File: config.mk
export PLATFORM = sky130hd
export DESIGN_NAME = mmio_display_switch_port
export DESIGN_NICKNAME = d
export VERILOG_FILES = /design/src/rtl/io_map_pkg.sv /design/src/rtl/btn_debounce.sv /design/src/rtl/mmio_display_switch_port.sv
export SDC_FILE = /design/constraint.sdc
export NUM_CORES = 1
export LEC_CHECK = 0
export CAP_MARGIN = 40
export CORE_MARGIN = 4
export CORE_UTILIZATION = 30
export DETAILED_ROUTE_END_ITERATION = 10
export SLEW_MARGIN = 20
export SYNTH_ARGS = -nofsm -noshare
export SYNTH_HDL_FRONTEND = slang
export SYNTH_SLANG_ARGS = --single-unit
export TNS_END_PERCENT = 100
File: constraint.sdc
create_clock -name clk -period 4.4 [get_ports clk]
set_clock_uncertainty 0.15 [all_clocks]
set_input_delay 0.88 -clock clk [delete_from_list [all_inputs] [get_ports clk]]
set_output_delay 0.88 -clock clk [all_outputs]
set_load 0.01 [all_outputs]
File: src/rtl/io_map_pkg.sv
// rtl/io_map_pkg.sv - I/O window address map, timing defaults and seven-segment LUT
package io_map_pkg;

  localparam logic [7:0] ADDR_SWDATA = 8'h80;
  localparam logic [7:0] ADDR_SWSTAT = 8'h84;
  localparam logic [7:0] ADDR_DISP   = 8'h88;
  localparam logic [7:0] ADDR_DSTAT  = 8'h8C;

  localparam int DEB_CYCLES_DEF = 1_000_000;
  localparam int SCAN_DIV_DEF   = 100_000;

  // Segments {g,f,e,d,c,b,a}, active-low.
  function automatic logic [6:0] hex_seg(input logic [3:0] h);
    logic [6:0] s;
    case (h)
      4'h0: s = 7'b1000000;
      4'h1: s = 7'b1111001;
      4'h2: s = 7'b0100100;
      4'h3: s = 7'b0110000;
      4'h4: s = 7'b0011001;
      4'h5: s = 7'b0010010;
      4'h6: s = 7'b0000010;
      4'h7: s = 7'b1111000;
      4'h8: s = 7'b0000000;
      4'h9: s = 7'b0010000;
      4'hA: s = 7'b0001000;
      4'hB: s = 7'b0000011;
      4'hC: s = 7'b1000110;
      4'hD: s = 7'b0100001;
      4'hE: s = 7'b0000110;
      default: s = 7'b0001110;
    endcase
    return s;
  endfunction

endpackage

File: src/rtl/btn_debounce.sv
// rtl/btn_debounce.sv - button synchronizer, stability counter and rising-edge pulse
module btn_debounce #(
  parameter int DEB_CYCLES = 1_000_000
) (
  input  logic clk,
  input  logic reset,
  input  logic btn,
  output logic pulse
);

  localparam int CW = (DEB_CYCLES > 1) ? $clog2(DEB_CYCLES) : 1;

  logic          s1, s2, level;
  logic [CW-1:0] cnt;

  // Accepted level starts high so a button held through reset must be released
  // and pressed again before it produces a pulse.
  always_ff @(posedge clk or negedge reset) begin
    if (!reset) begin
      s1    <= 1'b0;
      s2    <= 1'b0;
      level <= 1'b1;
      cnt   <= '0;
      pulse <= 1'b0;
    end else begin
      s1    <= btn;
      s2    <= s1;
      pulse <= 1'b0;
      if (s2 == level) begin
        cnt <= '0;
      end else if (cnt == CW'(DEB_CYCLES - 1)) begin
        level <= s2;
        cnt   <= '0;
        pulse <= s2;
      end else begin
        cnt <= cnt + 1'b1;
      end
    end
  end

endmodule

File: src/rtl/mmio_display_switch_port.sv
// rtl/mmio_display_switch_port.sv - MMIO switch capture, display commit and 8-digit scanner
module mmio_display_switch_port
  import io_map_pkg::*;
#(
  parameter int DEB_CYCLES = DEB_CYCLES_DEF,
  parameter int SCAN_DIV   = SCAN_DIV_DEF
) (
  input  logic        clk,
  input  logic        reset,
  input  logic        io_we,
  input  logic        io_re,
  input  logic [7:0]  addr,
  input  logic [31:0] wdata,
  output logic [31:0] rdata,
  input  logic        btnl,
  input  logic        btnr,
  input  logic [15:0] sw,
  output logic [7:0]  an,
  output logic [6:0]  a2g
);

  localparam int SW = (SCAN_DIV > 1) ? $clog2(SCAN_DIV) : 1;

  logic        btnl_pulse, btnr_pulse;
  logic [15:0] sw_s1, sw_s2, sw_data;
  logic        sw_ready;
  logic [31:0] disp_pend, disp_shown;
  logic        disp_pend_valid;
  logic [2:0]  digit;
  logic [SW-1:0] scan_cnt;
  logic [7:0]  word_addr;

  assign word_addr = addr & 8'hFC;

  btn_debounce #(.DEB_CYCLES(DEB_CYCLES)) u_btnl (
    .clk(clk), .reset(reset), .btn(btnl), .pulse(btnl_pulse)
  );

  btn_debounce #(.DEB_CYCLES(DEB_CYCLES)) u_btnr (
    .clk(clk), .reset(reset), .btn(btnr), .pulse(btnr_pulse)
  );

  always_ff @(posedge clk or negedge reset) begin
    if (!reset) begin
      sw_s1    <= '0;
      sw_s2    <= '0;
      sw_data  <= '0;
      sw_ready <= 1'b0;
    end else begin
      sw_s1 <= sw;
      sw_s2 <= sw_s1;
      // A capture in the same cycle as a data read wins over the ready clear.
      if (btnl_pulse) begin
        sw_data  <= sw_s2;
        sw_ready <= 1'b1;
      end else if (io_re && word_addr == ADDR_SWDATA) begin
        sw_ready <= 1'b0;
      end
    end
  end

  always_ff @(posedge clk or negedge reset) begin
    if (!reset) begin
      disp_pend       <= '0;
      disp_pend_valid <= 1'b0;
      disp_shown      <= '0;
    end else begin
      if (btnr_pulse && disp_pend_valid)
        disp_shown <= disp_pend;
      if (io_we && word_addr == ADDR_DISP) begin
        disp_pend       <= wdata;
        disp_pend_valid <= 1'b1;
      end else if (btnr_pulse && disp_pend_valid) begin
        disp_pend_valid <= 1'b0;
      end
    end
  end

  always_comb begin
    rdata = '0;
    case (word_addr)
      ADDR_SWDATA: rdata = {16'b0, sw_data};
      ADDR_SWSTAT: rdata = {31'b0, sw_ready};
      ADDR_DISP:   rdata = disp_shown;
      ADDR_DSTAT:  rdata = {31'b0, disp_pend_valid};
      default:     rdata = '0;
    endcase
  end

  always_ff @(posedge clk or negedge reset) begin
    if (!reset) begin
      scan_cnt <= '0;
      digit    <= '0;
      an       <= 8'hFE;
      a2g      <= 7'b1000000;
    end else begin
      if (scan_cnt == SW'(SCAN_DIV - 1)) begin
        scan_cnt <= '0;
        digit    <= digit + 3'd1;
      end else begin
        scan_cnt <= scan_cnt + 1'b1;
      end
      an  <= ~(8'b1 << digit);
      a2g <= hex_seg(disp_shown[{digit, 2'b00} +: 4]);
    end
  end

endmodule

==> results.cfg, run 1 <==
[status]
status = finished clean

[power_and_ir_drop]
clkPwrFrac_pct = 44.3
pwr-share-comb_pct = 4.1
totalPowerFinal_uw = 3680
power_density_nw_per_um2 = 352
power.leakage_uw = 0.00461
switching_share_pct = 21.2
peakVddDrop_mv = 0.227
seqPwrFrac_pct = 51.6
switching_power_uw = 782
p_int_uw = 2900

[placed_design]
port_buffers = 106
post-dp-hpwl_um = 12900
placed_cells = 1097
preCtsSetupSlack_ns = 0.197
gp_congestion = 0.761

[drt]
viasPerCell = 4.60
wl_um = 18400
wl_per_cell_um = 16.3
vias = 5194
drt_iter0_drc = 301
detail-route-antenna-nets = 0
dr.pass1.iters = 4
drc = 0

[sta]
tns_ns = 0
tightest_slew_ns = 0.804
slew_violations = 0
fin_crit_sh_pct = 95.3
finalHoldViolCount = 0
fin_crit_ns = 4.19
holdWs_ns = 0.199
slew_headroom_pct = 45.3
rsz0062_at_grt = false
fmax_mhz = 239
setup_viol = 0
setup_ws_ns = 0.208

[global_routing]
grt_pass1_vias = 5283
grt_use_met3_pct = 2.70
antenna_found_initial = 0
use_met1_pct = 17.5
use_met2_pct = 19.3
grt_pass1_wl_um = 29600
overflow = 0
grt_max_degree = 91
top_usage_layer = met2
grt_use_total_pct = 12.3

[die]
die_w_um = 174
num_rows = 60
dieArea_um2 = 30400
initial_core_util_pct = 30.6
die_h_um = 174
ios = 109
core_area_um2 = 27100

[synthesis]
ys_warn_count = 0
synth_edf_count = 0
ys_ff_latch = 197
synth_fa_ha_area_share_pct = 2.11
syn_nets = 711
synthTopCellsByArea = dfrtp_1, mux2_2, dfstp_2
syn_area_per_cell_um2 = 13.1
ys_async_sr_fraction_pct = 100
synth_top_family_by_area = multiplexers
synth_xor_area_share_pct = 4.12
syn-instance-count = 635
post-synth-top-area-fraction_pct = 56.4
synth-simple-area-share_pct = 11.8
ys_seq_area_share_pct = 59.6
yosysUniqueCellTypes = 49
synth.area.mux_share_pct = 15.4
synth_top_cell_by_area = dfrtp_1
synth_ff_type = dfrtp_1
synthesis.area_um2 = 8300
synth_compound_area_share_pct = 4.65

[clock_network]
clk_path_buf_depth = 2
hold_buffers = 0
cts_resized = 0
post_cts_buffers = 0
cts_max_level = 4
numCtsBuffers = 17
clk_latency_ns = 0.42
cts_tree = built
clk_pin_slew_worst_paths_ns = 0.07
cts_sinks = 197
root_buffer = clkbuf_16

[run]
maxCapViolations = 0

[layout]
drive_above_1_share_pct = 21.7
syn2layout_area_growth_pct = 26.2
fillCellCount = 2617
n_antenna_cell = 0
fin_nets = 820
fin_cells = 1129

[worst_setup_path]
cpMaxStageDelayCell = or4b_1
crit_fanout = 22
worstSetupStartpointType = input port
path_cells = clkdlybuf4s50_1 > or4b_1 > nor3b_4 > buf_4 > a22o_1 > clkdlybuf4s50_1
required_ns = 3.37
crit_path_frequent_cell = clkdlybuf4s50_1
path_class = input port to output pin
worstSetupEndpointType = output pin
slowest_delay_ns = 0.63
worstPathArrival_ns = 3.16

[min_path]
hp-class = flop to flop
## critical path, delay by kind of cell
| kind | cells | cell delay, ns |
|---|---|---|
| compound gates | 1 | 0.21 |
| simple gates | 2 | 0.85 |
| buf+inv | 3 | 1.22 |
## path summary, 6_finish.rpt
kind                           from  cells past startpoint       endpoint  slack (ns)
max                         addr[5]                      6      rdata[10]        0.21
min                        sw_s1[9]                      0       sw_s2[9]        0.20
max reg2reg                digit[0]                      4         a2g[4]        1.47
min reg2reg                sw_s1[9]                      0       sw_s2[9]        0.20
max in group asynchronous     reset                      2          an[6]        2.78
min in group asynchronous     reset                      1  u_btnl.cnt[4]        0.35
## synthesized netlist by cell type (all sizes together) (10+ instances only)
library cell / number
mux2: 86
a22o: 16
nand3: 23
or4: 11
nor2: 38
nand2: 27
dfstp: 10
or3: 10
xor2: 19
mux2i: 10
and2: 17
a21oi: 16
ha: 14
o21ai: 12
inv: 20
xnor2: 20
buf: 17
dfrtp: 187
nor3: 12
## per-layer routing
layer  up-vias  share of wire, %
met5         -                 0
met4         0              0.77
met3         8               4.0
met2        87                47
met1      2634                48
li1       2465                 -
## power groups by stage
stage / Combinational [µW] / Clock, µW / Sequential (µW)
2_1_floorplan: 53.2 / 0 / 1920
3_3_place_gp: 154 / 0 / 1930
5_1_grt: 170 / 1760 / 1910
6_report: 151 / 1630 / 1900
4_1_cts: 157 / 1680 / 1900
3_5_place_dp: 156 / 0 / 1930
## per-stage QoR
stage	util (%)	instance area (µm²)
global placement	36.2	9820
floorplan	-	8300
finish	38.6	10500
detailed placement	36.4	9850
global route	38.6	10500
CTS	38.6	10500
## placed cells by master, fill, tap and decap left out, types with 17 or more instances in the layout
master,netlist,routed
dfrtp_1,187,187
clkdlybuf4s50_1,0,105
nand3_1,23,23
nor2_1,38,38
and2_1,17,17
mux2_2,86,86
xnor2_1,20,20
clkbuf_16,0,17
nand2_1,27,25
inv_1,19,19
xor2_1,19,19
## layout make-up
type | instances | area, µm² | area share, %
Inverter | 20 | 75.1 | 0.717
Timing Repair Buffer | 116 | 1180 | 11.3
Multi-Input combinational cell | 392 | 3180 | 30.4
Clock buffer | 21 | 470 | 4.49
Sequential cell | 197 | 4940 | 47.2
Tap cell | 372 | 465 | 4.44
Clock inverter | 11 | 149 | 1.42
## sequential cells by signal, summed over array words and instances (netlist names), 3 cells and up
signal / cells
sw_data: 16
disp_pend: 32
an: 8
u_btnr.cnt: 20
digit: 3
a2g: 7
sw_s1: 16
disp_shown: 32
u_btnl.cnt: 20
scan_cnt: 17
sw_s2: 16
## cells by family after synthesis
kind of cell / after synthesis
XOR/XNOR: 39
adder cells (fa/ha/maj): 14
multiplexers: 105
AO/OA/AOI/OAI: 57
flip-flops: 197
AND/OR/NAND/NOR: 177
buffers and inverters: 46
(Power assumes the default switching activity.)
==> inputs of run 2 (changes only) <==
--- a/config.mk
+++ b/config.mk
@@ -9,7 +9,7 @@
 export CORE_MARGIN = 4
 export CORE_UTILIZATION = 30
 export DETAILED_ROUTE_END_ITERATION = 10
-export SLEW_MARGIN = 20
+export SLEW_MARGIN = 40
 export SYNTH_ARGS = -nofsm -noshare
 export SYNTH_HDL_FRONTEND = slang
 export SYNTH_SLANG_ARGS = --single-unit
==> results.cfg, run 2 (synthesis results as in run 1) <==
[min_path]
hp-class = input port to asynchronous set/reset pin

[clock_network]
post_cts_buffers = 0
cts_resized = 0
cts_tree = built
cts_max_level = 4
numCtsBuffers = 17
clk_pin_slew_worst_paths_ns = 0.07
root_buffer = clkbuf_16
cts_sinks = 197
hold_buffers = 0
clk_path_buf_depth = 2
clk_latency_ns = 0.43

[drt]
drc = 0
dr.pass1.iters = 4
drt_iter0_drc = 298
wl_per_cell_um = 16.3
vias = 5187
viasPerCell = 4.60
detail-route-antenna-nets = 0
wl_um = 18400

[placed_design]
placed_area_um2 = 9820
preCtsSetupSlack_ns = 0.197
port_buffers = 106
post-dp-hpwl_um = 12800
gp_congestion = 0.761

[layout]
syn2layout_area_growth_pct = 25.5
fin_nets = 819
drive_above_1_share_pct = 21.5
final_common_cell = dfrtp_1
final_util_pct = 38.4
n_antenna_cell = 0
final_cell_mix = dfrtp_1, clkdlybuf4s50_1, mux2_2, nor2_1, nand2_1
postLayoutCellArea_um2 = 10400
top_regs = disp_pend x32, disp_shown x32
fillCellCount = 2622

[worst_setup_path]
required_ns = 3.37
crit_path_start = addr[5]
crit_path_frequent_cell = clkdlybuf4s50_1
path_class = input port to output pin
cpMaxStageDelayCell = or4b_1
worstSetupStartpointType = input port
r2r_start = digit[0]
rrSetupSlack_ns = 1.49
worstSetupEndpointType = output pin
slowest_delay_ns = 0.63
path_cells = clkdlybuf4s50_1 > or4b_1 > nor3b_4 > buf_4 > a22o_1 > clkdlybuf4s50_1
crit_fanout = 22
rr_endpoint = a2g[4]
reg2reg_depth = 4
worstPathArrival_ns = 3.15

[sta]
slew_violations = 0
setup_ws_ns = 0.221
fin_crit_sh_pct = 95.0
setup_viol = 0
rsz0062_at_grt = false
slew_headroom_pct = 46.6
fmax_mhz = 239
tns_ns = 0
tightest_slew_ns = 0.785
fin_crit_ns = 4.18
finalHoldViolCount = 0

[die]
num_rows = 60
core_area_um2 = 27100
die_w_um = 174
dieArea_um2 = 30400
die_h_um = 174
initial_core_util_pct = 30.6
ios = 109

[power_and_ir_drop]
switching_power_uw = 774
switching_share_pct = 21.7
totalPowerFinal_uw = 3570
power.leakage_uw = 0.00458
seqPwrFrac_pct = 53.2
power_density_nw_per_um2 = 343
peakVddDrop_mv = 0.230
pwr-share-comb_pct = 4.3
p_int_uw = 2800
clkPwrFrac_pct = 42.5

[run]
maxCapViolations = 0

[global_routing]
antenna_found_initial = 0
overflow = 0
grt_max_degree = 91
grt_pass1_vias = 5205
grt_pass1_wl_um = 29300
grt_use_total_pct = 12.3

[status]
status = finished clean
run 2: changes by cell type in the layout (fill, tap and decap cells not counted), sizes merged:
cell    previous run  this run
buf               10         9
clkinv             5         4
clkbuf            22        24
bufinv             3         1
run 2: critical path: cells and delay by family:
family	cells	cell delay, ns
buf+inv	3	1.20
compound gates	1	0.20
simple gates	2	0.85
run 2: final cells by class:
type                    instances  area [µm²]  area share (%)
flip-flops and latches        197        4940            47.5
clock inverters                 8        73.8           0.709
inverters                      20        75.1           0.721
repair buffers                115        1180            11.3
multi-input cells             392        3190            30.6
clock buffers                  23         488            4.69
well taps                     372         465            4.47
run 2: layer usage:
metal	up-vias	wire (µm)	share of wire (%)	global-route usage, %
met5	-	0	0	0
met4	0	265	1.4	3.79
met3	14	747	4.1	2.98
met2	96	8530	46	19.2
met1	2612	8810	48	17.1
li1	2465	-	-	-
run 2: power groups by stage:
stage	clock network [µW]	registers (µW)	logic, µW
floorplan	0	1920	53.2
global placement	0	1930	154
detailed placement	0	1930	156
CTS	1560	1900	157
global route	1630	1910	174
finish	1520	1900	154
run 2: worst max-delay path by stage:
stage           endpoint  slack, ns  cells after the start
2_1_floorplan  rdata[10]       1.02                      4
3_3_place_gp   rdata[10]       0.22                      6
3_5_place_dp   rdata[10]       0.20                      6
4_1_cts        rdata[10]       0.19                      6
5_1_grt        rdata[14]       0.10                      6
6_report       rdata[10]       0.22                      6
run 2: per-stage QoR:
step | hold slack [ns] | instances
floorplan | 0.181 | 635
global placement | 0.182 | 1095
detailed placement | 0.185 | 1095
CTS | 0.200 | 1126
global route | 0.149 | 1127
finish | 0.160 | 1127
